[src/rtl/instr_mem_loader.sv]
// -----------------------------------------------------------------------------
// instr_mem_loader
//   Receives a byte stream from a host and writes it into instruction memory
//   while the core is held in reset. A session is a 4-byte little-endian word
//   count N, followed by N little-endian 32-bit words and, when the checksum
//   option is built in, one checksum byte.
//
//   Optional feature macro: LOADER_CHECKSUM_EN
//     defined   : adds the CSUM state and an 8-bit running sum of DATA bytes
//     undefined : the last write goes straight to DONE
//
//   state  | meaning
//   -------+-------------------------------------------------------------
//   IDLE   | waiting for start; flags from the last session are held
//   LEN    | collecting the 4 word-count bytes
//   DATA   | collecting instruction bytes, one write per 4 bytes
//   CSUM   | collecting the checksum byte (LOADER_CHECKSUM_EN only)
//   DONE   | one cycle, sets done
//   ERROR  | one cycle, sets error
//
// Ports
//   clk_i            clock, all state on rising edge
//   rst_i            synchronous active-high reset
//   start_i          one-cycle session request (honoured in IDLE only)
//   in_data_i        host byte
//   in_valid_i       host byte valid
//   in_ready_o       block accepts a byte this cycle
//   wr_en_o          one-cycle memory write strobe
//   wr_addr_o        byte address of the word written
//   wr_data_o        word written
//   core_hold_o      keeps the core in reset during a session
//   done_o           sticky success flag
//   error_o          sticky failure flag
//   words_written_o  words written in the current session
// -----------------------------------------------------------------------------
module instr_mem_loader #(
    parameter int              XLEN      = 32,
    parameter int              MEM_WORDS = 1024,
    parameter logic [XLEN-1:0] BASE_ADDR = '0
) (
    input  logic            clk_i,
    input  logic            rst_i,
    input  logic            start_i,
    input  logic [7:0]      in_data_i,
    input  logic            in_valid_i,
    output logic            in_ready_o,
    output logic            wr_en_o,
    output logic [XLEN-1:0] wr_addr_o,
    output logic [XLEN-1:0] wr_data_o,
    output logic            core_hold_o,
    output logic            done_o,
    output logic            error_o,
    output logic [XLEN-1:0] words_written_o
);

`ifdef LOADER_CHECKSUM_EN
    typedef enum logic [2:0] {S_IDLE, S_LEN, S_DATA, S_CSUM, S_DONE, S_ERROR} state_t;
    localparam state_t S_AFTER_DATA = S_CSUM;
`else
    typedef enum logic [2:0] {S_IDLE, S_LEN, S_DATA, S_DONE, S_ERROR} state_t;
    localparam state_t S_AFTER_DATA = S_DONE;
`endif

    localparam logic [31:0] MEM_WORDS_L = 32'(MEM_WORDS);

    state_t            state_q, state_d;
    logic [1:0]        byte_cnt_q, byte_cnt_d;
    logic [23:0]       shift_q, shift_d;
    logic [31:0]       len_rem_q, len_rem_d;
    logic [XLEN-1:0]   addr_q, addr_d;
    logic              in_ready_q, in_ready_d;
    logic              wr_en_q, wr_en_d;
    logic [XLEN-1:0]   wr_addr_q, wr_addr_d;
    logic [XLEN-1:0]   wr_data_q, wr_data_d;
    logic              core_hold_q, core_hold_d;
    logic              done_q, done_d;
    logic              error_q, error_d;
    logic [XLEN-1:0]   words_q, words_d;
`ifdef LOADER_CHECKSUM_EN
    logic [7:0]        sum_q, sum_d;
`endif

    logic        accept;
    logic [31:0] asm_word;

    assign accept   = in_valid_i && in_ready_q;
    // Bytes shift in from the top, so after three bytes the first one sits
    // in bits 7:0 and the current byte completes the little-endian word.
    assign asm_word = {in_data_i, shift_q};

    always_comb begin
        state_d    = state_q;
        byte_cnt_d = byte_cnt_q;
        shift_d    = shift_q;
        len_rem_d  = len_rem_q;
        addr_d     = addr_q;
        wr_en_d    = 1'b0;
        wr_addr_d  = wr_addr_q;
        wr_data_d  = wr_data_q;
        done_d     = done_q;
        error_d    = error_q;
        words_d    = words_q;
`ifdef LOADER_CHECKSUM_EN
        sum_d      = sum_q;
`endif

        case (state_q)
            S_IDLE: begin
                if (start_i) begin
                    state_d    = S_LEN;
                    byte_cnt_d = 2'd0;
                    addr_d     = BASE_ADDR;
                    done_d     = 1'b0;
                    error_d    = 1'b0;
                    words_d    = '0;
`ifdef LOADER_CHECKSUM_EN
                    sum_d      = 8'd0;
`endif
                end
            end
            S_LEN: begin
                if (accept) begin
                    byte_cnt_d = byte_cnt_q + 2'd1;
                    shift_d    = {in_data_i, shift_q[23:8]};
                    if (byte_cnt_q == 2'd3) begin
                        len_rem_d = asm_word;
                        if (asm_word > MEM_WORDS_L)
                            state_d = S_ERROR;
                        else if (asm_word == 32'd0)
                            state_d = S_AFTER_DATA;
                        else
                            state_d = S_DATA;
                    end
                end
            end
            S_DATA: begin
                if (accept) begin
                    byte_cnt_d = byte_cnt_q + 2'd1;
                    shift_d    = {in_data_i, shift_q[23:8]};
`ifdef LOADER_CHECKSUM_EN
                    sum_d      = sum_q + in_data_i;
`endif
                    if (byte_cnt_q == 2'd3) begin
                        wr_en_d   = 1'b1;
                        wr_addr_d = addr_q;
                        wr_data_d = XLEN'(asm_word);
                        addr_d    = addr_q + XLEN'(4);
                        words_d   = words_q + XLEN'(1);
                        len_rem_d = len_rem_q - 32'd1;
                        // The write strobe and the state change share a cycle,
                        // so a checksum byte may follow the last data byte
                        // immediately.
                        if (len_rem_q == 32'd1)
                            state_d = S_AFTER_DATA;
                    end
                end
            end
`ifdef LOADER_CHECKSUM_EN
            S_CSUM: begin
                if (accept)
                    state_d = (in_data_i == sum_q) ? S_DONE : S_ERROR;
            end
`endif
            S_DONE:  state_d = S_IDLE;
            S_ERROR: state_d = S_IDLE;
            default: state_d = S_IDLE;
        endcase

        if (state_d == S_DONE)
            done_d = 1'b1;
        if (state_d == S_ERROR)
            error_d = 1'b1;

        in_ready_d = (state_d == S_LEN) || (state_d == S_DATA);
`ifdef LOADER_CHECKSUM_EN
        if (state_d == S_CSUM)
            in_ready_d = 1'b1;
`endif
        core_hold_d = in_ready_d;
    end

    always_ff @(posedge clk_i) begin
        if (rst_i) begin
            state_q     <= S_IDLE;
            byte_cnt_q  <= 2'd0;
            shift_q     <= '0;
            len_rem_q   <= '0;
            addr_q      <= '0;
            in_ready_q  <= 1'b0;
            wr_en_q     <= 1'b0;
            wr_addr_q   <= '0;
            wr_data_q   <= '0;
            core_hold_q <= 1'b0;
            done_q      <= 1'b0;
            error_q     <= 1'b0;
            words_q     <= '0;
`ifdef LOADER_CHECKSUM_EN
            sum_q       <= 8'd0;
`endif
        end else begin
            state_q     <= state_d;
            byte_cnt_q  <= byte_cnt_d;
            shift_q     <= shift_d;
            len_rem_q   <= len_rem_d;
            addr_q      <= addr_d;
            in_ready_q  <= in_ready_d;
            wr_en_q     <= wr_en_d;
            wr_addr_q   <= wr_addr_d;
            wr_data_q   <= wr_data_d;
            core_hold_q <= core_hold_d;
            done_q      <= done_d;
            error_q     <= error_d;
            words_q     <= words_d;
`ifdef LOADER_CHECKSUM_EN
            sum_q       <= sum_d;
`endif
        end
    end

    assign in_ready_o      = in_ready_q;
    assign wr_en_o         = wr_en_q;
    assign wr_addr_o       = wr_addr_q;
    assign wr_data_o       = wr_data_q;
    assign core_hold_o     = core_hold_q;
    assign done_o          = done_q;
    assign error_o         = error_q;
    assign words_written_o = words_q;

endmodule

[config.mk]
export PLATFORM = sky130hd
export DESIGN_NAME = instr_mem_loader
export DESIGN_NICKNAME = d
export VERILOG_FILES = /design/src/rtl/instr_mem_loader.sv
export SDC_FILE = /design/constraint.sdc
export NUM_CORES = 1
export LEC_CHECK = 0
export BUFFER_PORTS_ARGS = -buffer_cell sky130_fd_sc_hd__buf_4
export CAP_MARGIN = 20
export CORE_UTILIZATION = 54
export CTS_CLUSTER_DIAMETER = 200
export DETAILED_ROUTE_END_ITERATION = 7
export GPL_TIMING_DRIVEN = 1
export PLACE_DENSITY = 0.73
export RECOVER_POWER = 50
export REMOVE_ABC_BUFFERS = 1
export SLEW_MARGIN = 20
export SYNTH_ARGS = -nofsm -noshare
export SYNTH_HDL_FRONTEND = slang
export SYNTH_SLANG_ARGS = --single-unit
[constraint.sdc]
create_clock -name clk_i -period 6 [get_ports clk_i]
set_clock_uncertainty 0.15 [all_clocks]
set_input_delay 0.9 -clock clk_i [delete_from_list [all_inputs] [get_ports clk_i]]
set_output_delay 0.9 -clock clk_i [all_outputs]
set_load 0.01 [all_outputs]
* Word level (Yosys, flattened, before mapping)
Index checks and enable logic that the tools add are counted.
** Storage, ports and cells
- Bits in registers :: 193
** Cells by class
- Add/sub/neg operators :: 4
- Order comparisons :: 1
- Equal/unequal tests :: 14
- Multiplexer cells :: 29
- Bitwise gates (word level) :: 2
- Reductions and logical operators :: 20
** Operators by type and width (number)
- $mux W32 :: 9
- $pmux W32 S2 :: 3
- $add A32 B1 Y32 const B :: 1
- $add A32 B3 Y32 const B :: 1
- $eq A32 B1 Y1 const B :: 1
- $gt A32 B11 Y1 const B :: 1
- $logic_not A32 Y1 :: 1
- $sub A32 B1 Y32 const B :: 1
- $mux W3 :: 7
- $reduce_bool A2 Y1 :: 7
- $ne A2 B2 Y1 const B :: 5
- $eq A3 B2 Y1 const B :: 3
- $pmux W3 S3 :: 1
- $eq A3 B1 Y1 const B :: 2
- $mux W1 :: 6
- $reduce_and A2 Y1 :: 3
- $reduce_and A3 Y1 :: 2
- $reduce_and A5 Y1 :: 1
- $mux W2 :: 2
- $pmux W2 S2 :: 1
- $reduce_and A4 Y1 :: 1
- $eq A3 B3 Y1 const B :: 1
- $logic_not A3 Y1 :: 1
- $reduce_or A3 Y1 :: 1
- 7 further kinds :: 8

* Depth between registers and ports, before layout
Gate-level depths: netlist (run 1).
- Depth in word-level cells :: 9
- Mapped depth :: 8
- Depth with buffers taken out :: 7

* Worst setup path after synthesis (run 1)
Ideal clock, no wire load.
- Kind :: in2reg
- Start point :: input port in_valid_i
- End point :: register words_q[25] (netlist: words_written_o[25])
- Arrival :: 2657 ps
- Required time :: 5780 ps
- Slack :: 3123 ps
- Stages :: 6
- Cells stage by stage :: and3_1 clkbuf_1 a21oi_2 or4_4 or4_1 a21oi_1
** Between the ends
- Word-level cells in the longest chain between the ends :: 3
** Ends and longest elaborated chain
- start, declared :: line 45 : input logic in_valid_i,
- $logic_and A1 B1 Y1 :: line 86 : assign accept = in_valid_i && in_ready_q;
- $ne A2 B2 Y1 (no source line)
- $reduce_and A4 Y1 (no source line)
- end signal, assigned :: line 213 : words_q <= words_d;
- end, declared :: line 78 : logic [XLEN-1:0] words_q, words_d;
No other way between the ends.
A chain may end at the register's enable or synchronous reset.

* Worst setup path in the final report (run 1)
- Start point :: input port rst_i
- End point :: register len_rem_q[13]
** RTL lines
- start, declared :: line 42 : input logic rst_i,
- end signal, assigned :: line 204 : len_rem_q <= len_rem_d;
- end, declared :: line 69 : logic [31:0] len_rem_q, len_rem_d;
No word-level cell between the ends.

==> metrics.cfg, run 1 <==
[synth]
netlist.area_leader.share_pct = 44.8
synthTopCellsByArea = dfxtp_1 45%, nand2_1 11%, a21oi_1 8.8%
netlist.top_cell.by_area = dfxtp_1
ys.warnings.count = 0
avgSynthCellArea_sq_um = 7.93
ys_ff_latch = 189
async_flop_share_pct = 0
ys_types = 70
synth_area_sq_um = 8450
synth-seq-area-share_pct = 44.8
synth_cells = 1065
synth_edf_count = 0
synthFlopType = dfxtp_1

[layout]
layout.nets = 1152
layout_commonest_cell = nand2_1
layout_common_cells = 245 x nand2_1, 189 x dfxtp_1, 148 x a21oi_1
diodes = 0
drive_gt1_share_pct = 5.49
final-instance-count-excl-fill = 1358
area_delta_synth_final_pct = 12.6

[floorplan]
die_h_microns = 127
initial_core_util_pct = 55.4
die_w_microns = 127
core_area_sq_um = 15300
dieArea_sq_um = 16100
rows = 45
ios = 113

[clocking]
cts_buffer_depth = 2
clock_latency_ps = 430
hold_buffers = 0
cts_tree = done
path_clk_slew_ps = 60
post_cts_buffers = 0
numCtsBuffers = 17
ctsResizeCount = 0
cts_root_buffer = clkbuf_16
clock-sinks = 189
htreeDepth = 4

[timing]
tightest_slew_ps = 3280
setup_viol = 0
hold_viol_final = 0
finalCritPeriodShare_pct = 66.2
setup_tns_ps = 0
drv_slew = 137
rsz0062_at_grt = false
relSlewSlack_pct = -119
fin_crit_ps = 3970
max_freq_mhz = 252

[critical_path]
path_depth = 3
crit_required_ps = 5970
critPathKind = input pin to flip-flop
end_kind = flip-flop
cp_max_fo = 76
rr_worst_depth = 5
crit_chain = buf_4 > clkbuf_1 > a221oi_1
slowest_stage = clkbuf_1
cp.arrival_ps = 3950
worstSetupStartpointType = input pin
crit_family = buffers and inverters
crit_buf_inv = 2
max_stage_delay_ps = 2360

[placed_design]
port_buffers = 110
dp_hpwl_mm = 14.0
gp_congestion = 0.852
dp.cells = 1327

[grt]
grt_pass1_vias = 7217
gr-total-overflow = 0
antenna_found_initial = 0
gr-usage-all-layers_pct = 27.6
grt_pass1_wl_mm = 35.7
grt_max_degree = 77

[drt]
drc_errors = 0
antenna_left = 0
dr.pass1.iters = 6
wirelength_mm = 21.6
routedWlPerCell_microns = 15.9
via_per_inst = 5.88
drtIter0Drc = 697
vias = 7980

[power]
p_per_area_nw_per_um2 = 250
ir_worst_vdd_mv = 0.220
p_leak_uw = 0.00318

[job]
cap_violations = 3

[worst_hold_path]
min_path_cells = 2
hold_path_class = flip-flop to flip-flop

[status]
violations = capacitance limit, slew limit
status = complete, but fails checks

-- flip-flops by register name, summed over array words and instances, names as in the netlist --
name / count
core_hold_o: 1
error_o: 1
words_written_o: 32
wr_en_o: 1
byte_cnt_q: 2
shift_q: 24
state_q: 3
addr_q: 30
len_rem_q: 32
wr_data_o: 32
wr_addr_o: 30
done_o: 1
-- kinds of logic (layout without fill, tap and decap cells) --
kind of cell / count (synthesis) / count (layout) / synth area share, %
AO/OA/AOI/OAI: 250 / 250 / 17.5
multiplexers: 26 / 26 / 3.08
flip-flops: 189 / 189 / 44.8
AND/OR/NAND/NOR: 488 / 488 / 27.4
other: 1 / 2 / 0.0444
adder cells (fa/ha/maj): 5 / 5 / 0.741
buffers and inverters: 80 / 161 / 3.78
XOR/XNOR: 26 / 26 / 2.70
-- worst min-delay path: stages (launching register included) --
cell,delay (ps)
dfxtp_1,310
nand2_1,50
a21oi_1,50
-- where the power goes --
part	internal [uW]	leakage, uW	switching (uW)
combinational	13.2	0.00140	45.3
sequential	1260	0.00152	4.88
clock	571	0.000260	484
total	1840	0.00318	534
-- path summary, 6_finish.rpt --
path,start,to,slack [ps]
worst min-delay path,wr_data_o[28],wr_data_o[28],300
worst max-delay path,rst_i,len_rem_q[13],2030
worst min register to register,wr_data_o[28],wr_data_o[28],300
worst max register to register,state_q[0],words_written_o[15],2310
-- final cells by class --
cell class / instances / area, sq um
Multi-Input combinational cell: 797 / 4360
Tap cell: 211 / 264
Clock buffer: 22 / 484
Inverter: 11 / 41.3
Timing Repair Buffer: 119 / 510
Fill cell: 1542 / 5750
Clock inverter: 9 / 62.6
Sequential cell: 189 / 3780
-- per-layer routing --
metal  part of all wire (%)  global-route usage, %
met1                     45                   37.2
met2                     47                   44.2
met3                    6.1                   5.19
met4                    2.2                   10.4
met5                      0                      0
-- synthesized netlist by cell type (13+ instances only) --
cell	count
mux2i_1	26
clkbuf_1	53
nand3_1	34
nand2_1	246
or3_1	29
a221oi_1	13
nor3_1	26
dfxtp_1	189
o21ai_0	32
nand4_1	28
nor2_1	57
nor4_1	22
a21oi_1	148
xnor2_1	15
-- metrics by stage --
stage | power [uW] | util, % | setup WS, ps | hold WS (ps) | cell area (sq um)
2_1_floorplan | 1310 | - | 1850 | 284 | 8170
5_1_grt | 2450 | 62.3 | 1620 | 326 | 9510
3_3_place_gp | 1350 | 61.3 | 2720 | 293 | 9350
4_1_cts | 2390 | 64.9 | 2670 | 307 | 9900
3_5_place_dp | 1350 | 61.3 | 2620 | 298 | 9350
6_report | 2380 | 62.3 | 2030 | 302 | 9510
No activity file was read; power rests on OpenSTA's default activity.
==> inputs of run 2 (changes only) <==
Clock period 6 ns to 3.72 ns, I/O delays scaled along.
==> metrics.cfg, run 2 (synthesis results as in run 1) <==
[layout]
layout.nets = 1161  ; +0.78%
diodes = 0  ; unchanged
area_delta_synth_final_pct = 14.8
layout_common_cells = 245 x nand2_1, 189 x dfxtp_1, 148 x a21oi_1
drive_gt1_share_pct = 6.22  ; +0.73 points
layout_commonest_cell = nand2_1
fin_util_pct = 63.6  ; +1.2 points

[grt]
gr-usage-all-layers_pct = 27.7  ; about the same
antenna_found_initial = 0  ; unchanged
met2_usage_pct = 45.0  ; +0.78 points
gr-total-overflow = 0  ; unchanged
grt_pass1_vias = 7022  ; -2.7%
grt_pass1_wl_mm = 35.6  ; -0.29%
grt.met3_usage_pct = 5.44  ; +0.25 points
use_met1_pct = 37.3  ; +0.12 points
grt-busiest-layer = met2
grt_max_degree = 89  ; +16%

[timing]
tightest_slew_ps = 1030  ; -2250 ps
hold_viol_final = 0  ; unchanged
fin_crit_ps = 3000
finalCritPeriodShare_pct = 80.7
drv_slew = 0  ; -100%
setup_viol = 0  ; unchanged
relSlewSlack_pct = 31.3  ; +150 points
max_freq_mhz = 333
rsz0062_at_grt = false

[critical_path]
crit_required_ps = 3920  ; -2050 ps
worstSetupStartpointType = flip-flop
cp_max_fo = 18  ; -76%
slowest_stage = clkbuf_1
crit_chain = or3b_1 > clkbuf_1 > a21oi_1 > clkbuf_1 > o221ai_1 > nor3_1
cp.arrival_ps = 3200  ; -750 ps
max_stage_delay_ps = 710  ; -1650 ps
path_common_cell = clkbuf_1
critPathKind = flip-flop to flip-flop
end_kind = flip-flop

[drt]
drtIter0Drc = 678  ; -2.7%
vias = 7974  ; -0.075%
drc_errors = 0  ; unchanged
antenna_left = 0  ; unchanged
dr.pass1.iters = 5  ; -1
wirelength_mm = 21.9  ; +1.2%
via_per_inst = 5.83  ; -0.81%
routedWlPerCell_microns = 16.0  ; +0.44%

[status]
status = complete, no violations

[placed_design]
gp_congestion = 0.881  ; +3.5%
port_buffers = 110  ; unchanged
dp_hpwl_mm = 14.3  ; +2.1%

[clocking]
numCtsBuffers = 17  ; unchanged
clock-sinks = 189  ; unchanged
htreeDepth = 4  ; unchanged
path_clk_slew_ps = 70  ; about the same
clock_latency_ps = 440  ; about the same
cts_buffer_depth = 2  ; unchanged
ctsResizeCount = 0  ; unchanged
hold_buffers = 0  ; unchanged
cts_root_buffer = clkbuf_16
post_cts_buffers = 0  ; unchanged
cts_tree = done

[power]
p_leak_uw = 0.00328  ; +3.2%
p_per_area_nw_per_um2 = 427  ; +71%
power.total_uw = 4140  ; +74%
ir_worst_vdd_mv = 0.356  ; +62%

[floorplan]
dieArea_sq_um = 16100  ; unchanged
core_area_sq_um = 15300  ; unchanged
rows = 45  ; unchanged
die_w_microns = 127  ; unchanged
initial_core_util_pct = 55.4  ; unchanged
die_h_microns = 127  ; unchanged
ios = 113  ; unchanged

[job]
cap_violations = 0  ; -3

[worst_hold_path]
hold_path_class = input pin to flip-flop

-- run 2: report_power, final --
group          switching (uW)  internal (uW)  total (uW)
Clock                     843           1160        2010
Combinational            73.4           24.5        97.9
Sequential               7.82           2030        2030
-- run 2: critical path: cells and delay by family (launching register included) --
kind	cells	cell delay, ps
buf+inv	2	1100
compound gates	2	520
flops	1	480
simple gates	2	660
-- run 2: final timing paths --
| check | from | endpoint | slack (ps) | cells after the start |
|---|---|---|---|---|
| max | state_q[1] | len_rem_q[27] | 720 | 6 |
| min | in_data_i[5] | wr_data_o[29] | 240 | 3 |
| max reg2reg | state_q[1] | len_rem_q[27] | 720 | 6 |
| min reg2reg | wr_data_o[0] | wr_data_o[0] | 300 | 2 |
-- run 2: through the flow --
| stage | hold WS [ps] | setup TNS [ps] | instance area [sq um] | std cells | setup WS, ps |
|---|---|---|---|---|---|
| 6_report | 236 | 0 | 9700 | 1368 | 719 |
| 3_5_place_dp | 297 | 0 | 9440 | 1336 | 838 |
| 5_1_grt | 237 | 0 | 9700 | 1368 | 555 |
| 4_1_cts | 231 | 0 | 10100 | 1368 | 941 |
| 2_1_floorplan | 284 | -4330 | 8170 | 997 | -358 |
| 3_3_place_gp | 292 | 0 | 9440 | 1336 | 903 |
-- run 2: layout make-up --
class | count | area, sq um
Clock buffer | 19 | 443
Clock inverter | 13 | 203
Fill cell | 1419 | 5560
Inverter | 11 | 41.3
Multi-Input combinational cell | 797 | 4360
Sequential cell | 189 | 3780
Tap cell | 211 | 264
Timing Repair Buffer | 128 | 603
-- run 2: per-layer routing --
metal / vias up / wire, microns
li1: 3949 / -
met1: 3724 / 9900
met2: 270 / 10400
met3: 31 / 1230
met4: 0 / 397
met5: - / 0
==> inputs of run 3 (changes only) <==
Settings changed: CORE_UTILIZATION 54 to 52, PLACE_DENSITY 0.73 to 0.74.
Clock period 3.72 ns to 2.6 ns, I/O delays scaled along.
==> metrics.cfg, run 3 (synthesis results as in run 1) <==
[status]
status = complete, no violations

[floorplan]
initial_core_util_pct = 53.2  ; -2.2 points
ios = 113  ; unchanged
die_h_microns = 129  ; +1.9%
die_w_microns = 129  ; +1.9%
dieArea_sq_um = 16800  ; +3.8%
core_area_sq_um = 15900  ; +4.1%
rows = 46  ; +2.2%

[drt]
vias = 8112  ; +1.7%
via_per_inst = 5.81  ; -0.31%
wirelength_mm = 22.4  ; +2.3%
drc_errors = 0  ; unchanged
drtIter0Drc = 640  ; -5.6%
dr.pass1.iters = 5  ; unchanged
routedWlPerCell_microns = 16.1  ; +0.27%
antenna_left = 0  ; unchanged

[timing]
relSlewSlack_pct = 48.6  ; +17 points
hold_slack_ps = 82.1  ; -154 ps
hold_viol_final = 0  ; unchanged
rsz0062_at_grt = true
max_freq_mhz = 406  ; +22%
finalCritPeriodShare_pct = 94.7  ; +14 points
drv_slew = 0  ; unchanged
tightest_slew_ps = 772  ; -259 ps
fin_crit_ps = 2460  ; -537 ps
setup_viol = 0  ; unchanged

[power]
net-switching-power_uw = 1270  ; +37%
p_per_area_nw_per_um2 = 586  ; +37%
power.total_uw = 5810  ; +40%
pwr-share-clk_pct = 47.3  ; -1.2 points
intPower_uw = 4540  ; +41%
p_leak_uw = 0.00341  ; +4.0%
ir_worst_vdd_mv = 0.483  ; +36%
power_frac_comb_pct = 2.6  ; +0.2 points
netSwitchingFraction_pct = 21.9  ; -0.49 points
sequentialPowerShare_pct = 50.1  ; +1.0 points

[worst_hold_path]
hold_path_class = input pin to flip-flop

[critical_path]
crit_required_ps = 2810  ; -1110 ps
max_stage_delay_ps = 600  ; -110 ps
cp_max_fo = 10  ; -8
crit_chain = or4b_1 > o21ai_2 > buf_4 > nand4_1 > or3_1 > a21oi_1
slowest_stage = or4b_1
worstSetupStartpointType = flip-flop
crit_family = simple AND/OR/NAND/NOR gates
critPathKind = flip-flop to flip-flop
cp.arrival_ps = 2670  ; -530 ps
crit_buf_inv = 1  ; -1
end_kind = flip-flop

[clocking]
path_clk_slew_ps = 70  ; about the same
numCtsBuffers = 17  ; unchanged
clock-sinks = 189  ; unchanged
hold_buffers = 0  ; unchanged
cts_buffer_depth = 2  ; unchanged
post_cts_buffers = 0  ; unchanged
clock_latency_ps = 430  ; about the same
ctsResizeCount = 0  ; unchanged
cts_tree = done
cts_root_buffer = clkbuf_16
htreeDepth = 4  ; unchanged

[grt]
grt_max_degree = 104  ; +17%
antenna_found_initial = 0  ; unchanged
grt_pass1_vias = 7233  ; +3.0%
gr-usage-all-layers_pct = 27.1  ; -0.54 points
gr-total-overflow = 0  ; unchanged
grt_pass1_wl_mm = 36.2  ; +1.5%

[job]
cap_violations = 0  ; unchanged

[layout]
area_delta_synth_final_pct = 17.3
diodes = 0  ; unchanged
nFillCells = 1549  ; +9.2%
drive_gt1_share_pct = 8.39  ; +2.2 points
layout_commonest_cell = nand2_1
layout_common_cells = 245 x nand2_1, 189 x dfxtp_1, 148 x a21oi_1
layout.nets = 1184  ; +2.0%

[placed_design]
gp_congestion = 0.944  ; +7.1%
port_buffers = 110  ; unchanged
dp_hpwl_mm = 15.0  ; +4.8%

run 3: cell types whose count changed in the layout (fill, tap and decap cells not counted), sizes merged:
cell      previous run  this run
inv                 16        13
buf                 26        48
clkinvlp             1         2
bufinv               4         3
clkinv               3         5
clkbuf             121       123
run 3: area by class of cell:
cell class                 count  area [sq um]  area share [%]
clock buffer                  20           467            4.71
clock inverter                12           159            1.60
inverter                      11          41.3           0.417
multi-input combinational    797          4360            44.0
sequential                   189          3780            38.2
tap                          216           270            2.73
timing repair buffer         151           826            8.33
run 3: path summary, 6_finish.rpt:
check	slack, ps	to	cells after the start	from
setup reg to reg	140	addr_q[20]	6	state_q[0]
setup / recovery	140	addr_q[20]	6	state_q[0]
hold reg to reg	300	wr_data_o[3]	2	wr_data_o[3]
hold / removal	80	wr_data_o[30]	3	in_data_i[6]
run 3: tightest hold or removal path: stages:
cell and delay (ps):
buf_4 130, nand2_1 50, a21oi_1 50
run 3: layer usage:
| layer | GRT usage, % | share of wire (%) | vias up |
|---|---|---|---|
| met1 | 35.8 | 46 | 3839 |
| met5 | 0 | 0 | - |
| met4 | 10.8 | 2.5 | 0 |
| li1 | - | - | 4002 |
| met3 | 4.58 | 4.4 | 43 |
| met2 | 44.1 | 48 | 228 |
run 3: metrics by stage:
stage | cells | cell area (sq um) | setup TNS (ps) | utilization [%] | setup WS (ps)
floorplan | 997 | 8170 | -103490 | - | -1480
global placement | 1362 | 9670 | 0 | 60.9 | 255
detailed placement | 1362 | 9670 | 0 | 60.9 | 150
CTS | 1394 | 10300 | 0 | 64.8 | 134
global route | 1396 | 9910 | -1.82 | 62.4 | -1.82
finish | 1396 | 9910 | 0 | 62.4 | 137
run 3: power by group through the flow:
stage	logic, uW	registers [uW]	clock network (uW)
4_1_cts	154	2910	2780
6_report	150	2910	2750
3_5_place_dp	153	2980	0
5_1_grt	160	2910	2890
3_3_place_gp	152	2980	0
2_1_floorplan	51.2	2970	0
